### config.mk
export PLATFORM = sky130hd
export DESIGN_NAME = load_store_queue
export DESIGN_NICKNAME = d
export VERILOG_FILES = /design/src/rtl/load_store_queue.sv
export SDC_FILE = /design/constraint.sdc
export NUM_CORES = 1
export LEC_CHECK = 0
export ABC_AREA = 1
export CAP_MARGIN = 10
export CORE_ASPECT_RATIO = 1.4
export CORE_MARGIN = 4
export CORE_UTILIZATION = 52
export DETAILED_ROUTE_END_ITERATION = 8
export PLACE_DENSITY = 0.77
export SYNTH_ARGS = -nofsm -noshare
export SYNTH_HDL_FRONTEND = slang
export SYNTH_SLANG_ARGS = --single-unit
### constraint.sdc
create_clock -name clk_i -period 5.39 [get_ports clk_i]
set_clock_uncertainty 0.1 [all_clocks]
set_input_delay 1.078 -clock clk_i [delete_from_list [all_inputs] [get_ports clk_i]]
set_output_delay 1.078 -clock clk_i [all_outputs]
set_load 0.01 [all_outputs]
### src/rtl/load_store_queue.sv
`default_nettype none
// ============================================================================
// Module      : load_store_queue
// Description : In-order load/store queue between the rv32i execute stage and
//               the data-memory request/grant/response bus. Buffers up to
//               C_DEPTH memory operations, issues them one at a time, aligns
//               and sign/zero-extends load data and writes it back to the
//               register file.
// Ports       : clk_i/reset_i/clk_en_i   clock, async active-high reset, enable
//               ex_*                     push interface from execute stage
//               ex_full_o                registered "stop issuing" flag
//               empty_o                  queue empty and bus idle (fences)
//               dmem_*                   request/grant/response memory bus
//               wb_*                     register-file write-back (1-cycle strobe)
//               exc_misalign_o/exc_addr_o  only with LSQ_MISALIGN_TRAP_EN
// Options     : `define LSQ_MISALIGN_TRAP_EN to trap misaligned half/word
//               accesses instead of accessing the containing aligned unit.
// Revision    : 1.0 - initial release
// ============================================================================
module load_store_queue #(
    parameter int C_XLEN  = 32,
    parameter int C_DEPTH = 4
) (
    input  logic                  clk_i,
    input  logic                  reset_i,
    input  logic                  clk_en_i,
    input  logic                  ex_lq_wr_i,
    input  logic                  ex_sq_wr_i,
    input  logic [2:0]            ex_funct3_i,
    input  logic [4:0]            ex_regd_addr_i,
    input  logic [C_XLEN-1:0]     ex_regs2_data_i,
    input  logic [C_XLEN-1:0]     ex_addr_i,
    output logic                  ex_full_o,
    output logic                  empty_o,
    output logic                  dmem_req_o,
    input  logic                  dmem_gnt_i,
    output logic                  dmem_we_o,
    output logic [C_XLEN/8-1:0]   dmem_be_o,
    output logic [C_XLEN-1:0]     dmem_addr_o,
    output logic [C_XLEN-1:0]     dmem_wdata_o,
    input  logic                  dmem_rvalid_i,
    input  logic [C_XLEN-1:0]     dmem_rdata_i,
`ifdef LSQ_MISALIGN_TRAP_EN
    output logic                  exc_misalign_o,
    output logic [C_XLEN-1:0]     exc_addr_o,
`endif
    output logic                  wb_regd_wr_o,
    output logic [4:0]            wb_regd_addr_o,
    output logic [C_XLEN-1:0]     wb_regd_data_o
);

    localparam int c_ptr_w = $clog2(C_DEPTH);
    localparam int c_cnt_w = $clog2(C_DEPTH + 1);
    localparam logic [c_cnt_w-1:0] c_cnt_max  = c_cnt_w'(C_DEPTH);
    localparam logic [c_cnt_w-1:0] c_cnt_full = c_cnt_w'(C_DEPTH - 1);
    localparam logic [c_cnt_w-1:0] c_cnt_one  = c_cnt_w'(1);

    typedef enum logic [1:0] {
        ST_IDLE = 2'd0,
        ST_REQ  = 2'd1,
        ST_RSP  = 2'd2
    } state_t;

    // Queue storage (not reset: contents are only observed through valid entries)
    logic                r_q_store [C_DEPTH];
    logic [2:0]          r_q_f3    [C_DEPTH];
    logic [4:0]          r_q_rd    [C_DEPTH];
    logic [C_XLEN-1:0]   r_q_addr  [C_DEPTH];
    logic [C_XLEN-1:0]   r_q_data  [C_DEPTH];

    logic [c_ptr_w-1:0]  r_wr_ptr;
    logic [c_ptr_w-1:0]  r_rd_ptr;
    logic [c_cnt_w-1:0]  r_count;
    logic [c_cnt_w-1:0]  w_count_nxt;
    logic                r_full;
    state_t              r_state;
    state_t              w_state_nxt;

    logic                w_push;
    logic                w_pop;
    logic                w_trap;
    logic                w_more;

    logic                r_wb_wr;
    logic [4:0]          r_wb_addr;
    logic [C_XLEN-1:0]   r_wb_data;

    // Head-of-queue view
    logic                w_head_store;
    logic [2:0]          w_head_f3;
    logic [4:0]          w_head_rd;
    logic [C_XLEN-1:0]   w_head_addr;
    logic [C_XLEN-1:0]   w_head_data;

    logic                w_is_byte;
    logic                w_is_half;
    logic                w_unsigned;
    logic                w_misalign;
    logic [1:0]          w_lane;
    logic [3:0]          w_be;
    logic [C_XLEN-1:0]   w_wdata;
    logic [C_XLEN-1:0]   w_rshift;
    logic [C_XLEN-1:0]   w_load_data;

    assign w_head_store = r_q_store[r_rd_ptr];
    assign w_head_f3    = r_q_f3[r_rd_ptr];
    assign w_head_rd    = r_q_rd[r_rd_ptr];
    assign w_head_addr  = r_q_addr[r_rd_ptr];
    assign w_head_data  = r_q_data[r_rd_ptr];

    // Size decode; reserved funct3 codes fall through to word
    assign w_is_byte  = (w_head_f3 == 3'b000) || (w_head_f3 == 3'b100);
    assign w_is_half  = (w_head_f3 == 3'b001) || (w_head_f3 == 3'b101);
    assign w_unsigned = w_head_f3[2];

`ifdef LSQ_MISALIGN_TRAP_EN
    assign w_misalign = (w_is_half && w_head_addr[0]) ||
                        (!w_is_byte && !w_is_half && (w_head_addr[1:0] != 2'b00));
`else
    assign w_misalign = 1'b0;
`endif

    // Byte lane of the access within the word; half/word snap to their
    // containing aligned unit so be, wdata and load shift stay consistent.
    always_comb begin
        w_lane = 2'b00;
        if (w_is_byte) begin
            w_lane = w_head_addr[1:0];
        end else if (w_is_half) begin
            w_lane = {w_head_addr[1], 1'b0};
        end
    end

    always_comb begin
        w_be    = 4'b1111;
        w_wdata = w_head_data;
        if (w_is_byte) begin
            w_be    = 4'b0001 << w_lane;
            w_wdata = {4{w_head_data[7:0]}};
        end else if (w_is_half) begin
            w_be    = 4'b0011 << w_lane;
            w_wdata = {2{w_head_data[15:0]}};
        end
    end

    assign w_rshift = dmem_rdata_i >> {w_lane, 3'b000};

    always_comb begin
        w_load_data = w_rshift;
        if (w_is_byte) begin
            w_load_data = {{(C_XLEN-8){w_rshift[7] & ~w_unsigned}}, w_rshift[7:0]};
        end else if (w_is_half) begin
            w_load_data = {{(C_XLEN-16){w_rshift[15] & ~w_unsigned}}, w_rshift[15:0]};
        end
    end

    // Queue bookkeeping
    assign w_push = (ex_lq_wr_i || ex_sq_wr_i) && (r_count != c_cnt_max);
    assign w_more = (r_count > c_cnt_one);

    always_comb begin
        w_count_nxt = r_count;
        if (w_push && !w_pop) begin
            w_count_nxt = r_count + c_cnt_one;
        end else if (!w_push && w_pop) begin
            w_count_nxt = r_count - c_cnt_one;
        end
    end

    // FSM next-state; a popping op moves straight on to the next entry
    always_comb begin
        w_state_nxt = r_state;
        w_pop       = 1'b0;
        w_trap      = 1'b0;
        case (r_state)
            ST_IDLE: begin
                if (r_count != '0) begin
                    if (w_misalign) begin
                        w_pop  = 1'b1;
                        w_trap = 1'b1;
                    end else begin
                        w_state_nxt = ST_REQ;
                    end
                end
            end
            ST_REQ: begin
                if (dmem_gnt_i) begin
                    if (w_head_store) begin
                        w_pop       = 1'b1;
                        w_state_nxt = w_more ? ST_REQ : ST_IDLE;
                    end else begin
                        w_state_nxt = ST_RSP;
                    end
                end
            end
            ST_RSP: begin
                if (dmem_rvalid_i) begin
                    w_pop       = 1'b1;
                    w_state_nxt = w_more ? ST_REQ : ST_IDLE;
                end
            end
            default: w_state_nxt = ST_IDLE;
        endcase
    end

    always_ff @(posedge clk_i) begin
        if (clk_en_i && w_push) begin
            r_q_store[r_wr_ptr] <= ex_sq_wr_i;
            r_q_f3[r_wr_ptr]    <= ex_funct3_i;
            r_q_rd[r_wr_ptr]    <= ex_regd_addr_i;
            r_q_addr[r_wr_ptr]  <= ex_addr_i;
            r_q_data[r_wr_ptr]  <= ex_regs2_data_i;
        end
    end

    always_ff @(posedge clk_i or posedge reset_i) begin
        if (reset_i) begin
            r_state   <= ST_IDLE;
            r_wr_ptr  <= '0;
            r_rd_ptr  <= '0;
            r_count   <= '0;
            r_full    <= 1'b0;
            r_wb_wr   <= 1'b0;
            r_wb_addr <= '0;
            r_wb_data <= '0;
        end else if (clk_en_i) begin
            r_state <= w_state_nxt;
            r_count <= w_count_nxt;
            // One slot of slack absorbs the push already in flight upstream
            r_full  <= (w_count_nxt >= c_cnt_full);
            if (w_push) begin
                r_wr_ptr <= r_wr_ptr + 1'b1;
            end
            if (w_pop) begin
                r_rd_ptr <= r_rd_ptr + 1'b1;
            end
            r_wb_wr <= 1'b0;
            if ((r_state == ST_RSP) && dmem_rvalid_i) begin
                r_wb_wr   <= (w_head_rd != 5'd0);
                r_wb_addr <= w_head_rd;
                r_wb_data <= w_load_data;
            end
        end
    end

`ifdef LSQ_MISALIGN_TRAP_EN
    logic              r_exc;
    logic [C_XLEN-1:0] r_exc_addr;

    always_ff @(posedge clk_i or posedge reset_i) begin
        if (reset_i) begin
            r_exc      <= 1'b0;
            r_exc_addr <= '0;
        end else if (clk_en_i) begin
            r_exc <= w_trap;
            if (w_trap) begin
                r_exc_addr <= w_head_addr;
            end
        end
    end

    assign exc_misalign_o = r_exc;
    assign exc_addr_o     = r_exc_addr;
`else
    logic w_trap_unused;
    assign w_trap_unused = w_trap;
`endif

    // Bus outputs decode the state register so reset removes the request at once
    assign dmem_req_o   = (r_state == ST_REQ);
    assign dmem_we_o    = dmem_req_o && w_head_store;
    assign dmem_be_o    = dmem_req_o ? w_be : '0;
    assign dmem_addr_o  = dmem_req_o ? {w_head_addr[C_XLEN-1:2], 2'b00} : '0;
    assign dmem_wdata_o = (dmem_req_o && w_head_store) ? w_wdata : '0;

    assign ex_full_o      = r_full;
    assign empty_o        = (r_count == '0) && (r_state == ST_IDLE);
    assign wb_regd_wr_o   = r_wb_wr;
    assign wb_regd_addr_o = r_wb_addr;
    assign wb_regd_data_o = r_wb_data;

endmodule
`default_nettype wire

### Word-level counts from Yosys, hierarchy flattened

Memories as Yosys holds them, arrays and structs flattened.
Cells that the tools add are included.
W data, S select, Z words.

| operators by class | value |
|---|---|
| mux-type cells | 26 |
| $add $sub $neg | 4 |
| bitwise logic cells | 3 |
| equality and inequality tests | 9 |
| shift-type cells | 3 |
| reductions and logical operators | 21 |
| order comparisons | 2 |
| $mul | 0 |
| divide/modulo/power cells | 0 |

Operators with widths:

| operator | number |
|---|---|
| $mux W32 | 6 |
| $shr A32 B5 Y32 | 1 |
| $mux W2 | 6 |
| $mux W4 | 3 |
| $logic_and A1 B1 Y1 | 7 |
| $mux W1 | 7 |
| $eq A3 B3 Y1 const B | 2 |
| $logic_not A3 Y1 | 2 |
| $mux W3 | 2 |
| $pmux W2 S3 | 1 |
| $reduce_and A2 Y1 | 3 |
| $reduce_bool A5 Y1 | 1 |
| $add A2 B1 Y2 const B | 2 |
| $ne A2 B2 Y1 const B | 2 |
| $reduce_and A4 Y1 | 1 |
| $shl A1 B2 Y4 const A | 1 |
| $shl A2 B2 Y4 const A | 1 |
| $add A3 B1 Y3 const B | 1 |
| $eq A3 B1 Y1 const B | 1 |
| $ge A3 B2 Y1 const B | 1 |
| $gt A3 B1 Y1 const B | 1 |
| $logic_or A1 B1 Y1 | 3 |
| $ne A3 B3 Y1 const B | 1 |
| $reduce_bool A3 Y1 | 1 |
| 9 further kinds | 11 |

| storage, ports and cells | value |
|---|---|
| bits in latches | 0 |
| memory bits (writable) | 292 |
| word-level logic and storage cells | 81 |
| input port bits | 111 |
| memory bits (read-only) | 0 |
| register bits | 48 |
| memories kept | 5 |

Memories:

| memory | words | bits a word | read ports | clocked after memory_dff | write ports | RTL line | text |
|---|---|---|---|---|---|---|---|
| r_q_addr | 4 | 32 | 1 | 0 | 1 | 68 | `logic [C_XLEN-1:0] r_q_addr [C_DEPTH];` |
| r_q_data | 4 | 32 | 1 | 0 | 1 | 69 | `logic [C_XLEN-1:0] r_q_data [C_DEPTH];` |
| r_q_rd | 4 | 5 | 1 | 0 | 1 | 67 | `logic [4:0] r_q_rd [C_DEPTH];` |
| r_q_f3 | 4 | 3 | 1 | 0 | 1 | 66 | `logic [2:0] r_q_f3 [C_DEPTH];` |
| r_q_store | 4 | 1 | 1 | 0 | 1 | 65 | `logic r_q_store [C_DEPTH];` |

### Depth between registers and ports, before layout

An unclocked memory read counts as a cell.

| logic depth | value |
|---|---|
| depth after elaboration | 9 |
| gate-level depth with buffers | 15 |
| depth with buffers taken out | 12 |

### Worst setup path after synthesis

No wires, ideal clock.

| path | value |
|---|---|
| path type | input -> register |
| from | input port clk_en_i |
| to | memory r_q_addr[0][0], enable pin |
| setup time | 0.505 ns |
| cell stages on the path | 3 |
| arrival | 4.591 ns |
| path slack | 0.194 ns |
| cell sequence | clkbuf_1 > nand2_1 > nor2_1 |

| on the way | value |
|---|---|
| word-level cells in the longest chain between the ends | 3 |

RTL lines:

| element | RTL line | text |
|---|---|---|
| start: declaration | 26 | `input logic clk_en_i,` |
| $logic_and A1 B1 Y1 | 207 | `if (clk_en_i && w_push) begin` |
| $mux W1 | 207 |  |
| $mux W1 (implied by the code) | 211 | `r_q_addr[r_wr_ptr] <= ex_addr_i;` |
| end: declaration | 68 |  |

No other way between the ends.

### Final worst setup path

| path | value |
|---|---|
| from | register r_rd_ptr[0] |
| to | output port dmem_wdata_o[23] |

| on the way | value |
|---|---|
| word-level cells in the longest chain between the ends | 6 |
| elaborated cells on any way between the ends | 13 |

RTL lines:

| element | RTL line | text |
|---|---|---|
| start: declaration | 72 | `logic [c_ptr_w-1:0] r_rd_ptr;` |
| start signal: assignment | 235 | `r_rd_ptr <= r_rd_ptr + 1'b1;` |
| $mem_v2 Z4 W3 | -- |  |
| $eq A3 B1 Y1 / $eq A3 B3 Y1 (equally long branches) | 113 | `assign w_is_half = (w_head_f3 == 3'b001) \|\| (w_head_f3 == 3'b101);` |
| $logic_or A1 B1 Y1 | 113 |  |
| $mux W32 | 140 | `end else if (w_is_half) begin` |
| $mux W32 | 137 | `if (w_is_byte) begin` |
| $mux W32 * | 274 | `assign dmem_wdata_o = (dmem_req_o && w_head_store) ? w_wdata : '0;` |
| end: declaration | 40 | `output logic [C_XLEN-1:0] dmem_wdata_o,` |

Mark *: on every way between the ends. The rest lies on a longest branch, timed or not.

==> results.cfg <==
[worst_hold_path]
hold_path_class = reg2reg

[sta]
hold_violations = 0
max_freq_ghz = 0.208
finalCriticalPeriod_ns = 4.81
max-slew-margin-rel_pct = 29.6
maxSlewViolCount = 0
setup_viol = 0
rsz0062_at_grt = no
setup_tns_ns = 0
period_share_pct = 89.2
worstMarginPinSlew_ns = 1.05

[cts]
clock_sinks = 340
clk_transition_reported_paths_ns = 0.06
cts_buffers = 31
htreeDepth = 1
cts_setup_buffers = 0
post_cts_resized = 0
cts_tree = yes
cts_root_buf = clkbuf_16
cts_hold_buffers = 0
clockBufferDepth = 3
clk_latency_ns = 0.56

[logic_synthesis]
yosys_register_bits = 340
synth.distinct_cells = 40
synth.avg_cell_area_um2 = 11.5
synth_seq_area_share_pct = 68.1
yosysWarnings = 0
syn_inst = 1270
syn_area_mm2 = 0.0146

[outcome]
status = finished, final reports clean

[layout]
final_cell_mix = edfxtp_1, nand2_1, clkdlybuf4s50_1, nor2_1, o21ai_0
fin_area_mm2 = 0.0180
drive_gt1_share_pct = 8.64
area_delta_synth_final_pct = 23.1
fillerInstances = 2140
final_util_pct = 65.0
fin_nets = 1588
final_common_cell = edfxtp_1

[routing]
via_count = 10200
dr.pass1.iters = 5
drc = 0
vias_per_cell = 5.51
drtIter0Drc = 662
wl_per_cell_um = 19.2
ant_nets = 0
routed_wl_um = 35700

[floorplanning]
pin_count = 221
die-area_mm2 = 0.0310
die_h_um = 207
rows = 72
design.core.area_mm2 = 0.0277
fp.dieW_um = 150
initial_utilization_pct = 52.8

[power_and_ir_drop]
p_per_area_mw_per_mm2 = 553
max-vdd-ir-drop_v = 0.000394
p_leak_uw = 0.00658

[placed_design]
place_area_mm2 = 0.0171
dp_hpwl_um = 22700
io_buffers = 218
gp_congestion = 0.880

[grt]
grt_max_degree = 79
antenna_found_initial = 3
met1_usage_pct = 26.5
grt-ovfl-total = 0
grt_pass1_wl_um = 54900
top_usage_layer = met2
grt.total_usage_pct = 22.6
use_met2_pct = 42.3
grt_pass1_vias = 10400
use_met3_pct = 4.21

[critical_path]
critPathKind = reg2out
cp_max_fo = 78
cp-start-kind = register
crit_path_end_kind = output pin
cp.arrival_ns = 3.63
critPathRequiredTime_ns = 4.21

[job]
maxCapViolCount = 0
-- stage by stage --
stage / power (uW) / hold WS [ns] / instances / worst slack [ns]
floorplan: 6330 / 0.416 / 1271 / 0.194
global placement: 7940 / 0.363 / 1798 / 1.20
detailed placement: 8040 / 0.366 / 1798 / 1.19
CTS: 10000 / 0.383 / 1852 / 0.565
global route: 10600 / 0.403 / 1853 / 0.349
finish: 9960 / 0.381 / 1855 / 0.582
-- cells in the mapped netlist, drive strengths merged --
master,instances,area [um^2]
o21ai,127,636
o22ai,16,100
edfxtp,292,8770
clkbuf,29,109
ha,16,200
conb,1,3.75
a211oi,3,22.5
dfrtp,48,1200
a21boi,24,180
a32oi,2,17.5
nand3,38,223
o211ai,4,30.0
xor2,5,43.8
a22oi,5,37.5
nand2,221,847
clkinv,2,8.75
a221oi,5,75.1
or2,36,225
buf,48,289
nand3b,1,7.51
a21oi,83,415
nand4,5,31.3
inv,40,163
a32o,22,220
nor2,197,793
-- where the power goes --
group | leakage [uW] | switching [uW] | internal, uW
Clock | 0.000432 | 893 | 1100
Combinational | 0.00290 | 2590 | 1750
Sequential | 0.00324 | 232 | 3400
Total | 0.00658 | 3710 | 6250
-- worst paths after layout --
| kind | slack [ns] | endpoint | cells past startpoint | startpoint |
|---|---|---|---|---|
| max | 0.58 | dmem_wdata_o[23] | 6 | r_rd_ptr[0]$_DFFE_PP0P_ |
| min | 0.38 | wb_regd_addr_o[3]$_DFFE_PP0P_ | 2 | wb_regd_addr_o[3]$_DFFE_PP0P_ |
| max reg2reg | 2.17 | wb_regd_data_o[20]$_DFFE_PP0P_ | 12 | r_rd_ptr[0]$_DFFE_PP0P_ |
| min in group asynchronous | 1.00 | wb_regd_data_o[27]$_DFFE_PP0P_ | 2 | reset_i |
| max in group asynchronous | 3.42 | r_rd_ptr[0]$_DFFE_PP0P_ | 2 | reset_i |
| min reg2reg | 0.38 | wb_regd_addr_o[3]$_DFFE_PP0P_ | 2 | wb_regd_addr_o[3]$_DFFE_PP0P_ |
-- cells by family (layout without fill, tap and decap cells) --
| group | Yosys count | after routing | share of synthesized area (%) |
|---|---|---|---|
| adder cells (fa/ha/maj) | 16 | 16 | 1.37 |
| XOR/XNOR | 5 | 5 | 0.299 |
| buffers and inverters | 119 | 330 | 3.89 |
| flip-flops | 340 | 340 | 68.1 |
| other | 1 | 5 | 0.0256 |
| AND/OR/NAND/NOR | 498 | 498 | 14.5 |
| AO/OA/AOI/OAI | 291 | 291 | 11.8 |
-- sequential cells by signal, summed over array words and instances (netlist names) --
signal and count:
r_state 2, r_q_rd 20, ex_full_o 1, wb_regd_addr_o 5, r_rd_ptr 2, r_q_f3 12
wb_regd_data_o 32, r_count 3, r_q_addr 128, wb_regd_wr_o 1, r_q_data 128, r_q_store 4
r_wr_ptr 2
-- per-layer routing --
metal | part of all wire (%) | up-vias | routed length (um)
li1 | - | 4867 | -
met1 | 37 | 4923 | 13100
met2 | 53 | 364 | 19000
met3 | 7.4 | 61 | 2650
met4 | 2.6 | 4 | 917
met5 | 0.090 | - | 32
-- worst max-delay path, cell delays in order, from the launching register on --
cell and delay, ns:
dfrtp_4 0.83, buf_4 0.73, o21ai_0 0.24, o22ai_1 0.19
o21ai_0 0.13, a21oi_1 0.30, clkdlybuf4s50_1 0.60
-- area by class of cell --
cell class | instances | area (um^2) | share of cell area [%]
well taps | 370 | 463 | 2.57
flip-flops and latches | 340 | 9970 | 55.3
diodes | 3 | 7.51 | 0.0416
clock inverters | 16 | 108 | 0.597
inverters | 42 | 173 | 0.958
multi-input cells | 812 | 4150 | 23.0
clock buffers | 38 | 802 | 4.45
repair buffers | 234 | 2350 | 13.1
Note: power is estimated with default switching activity, not from simulation.
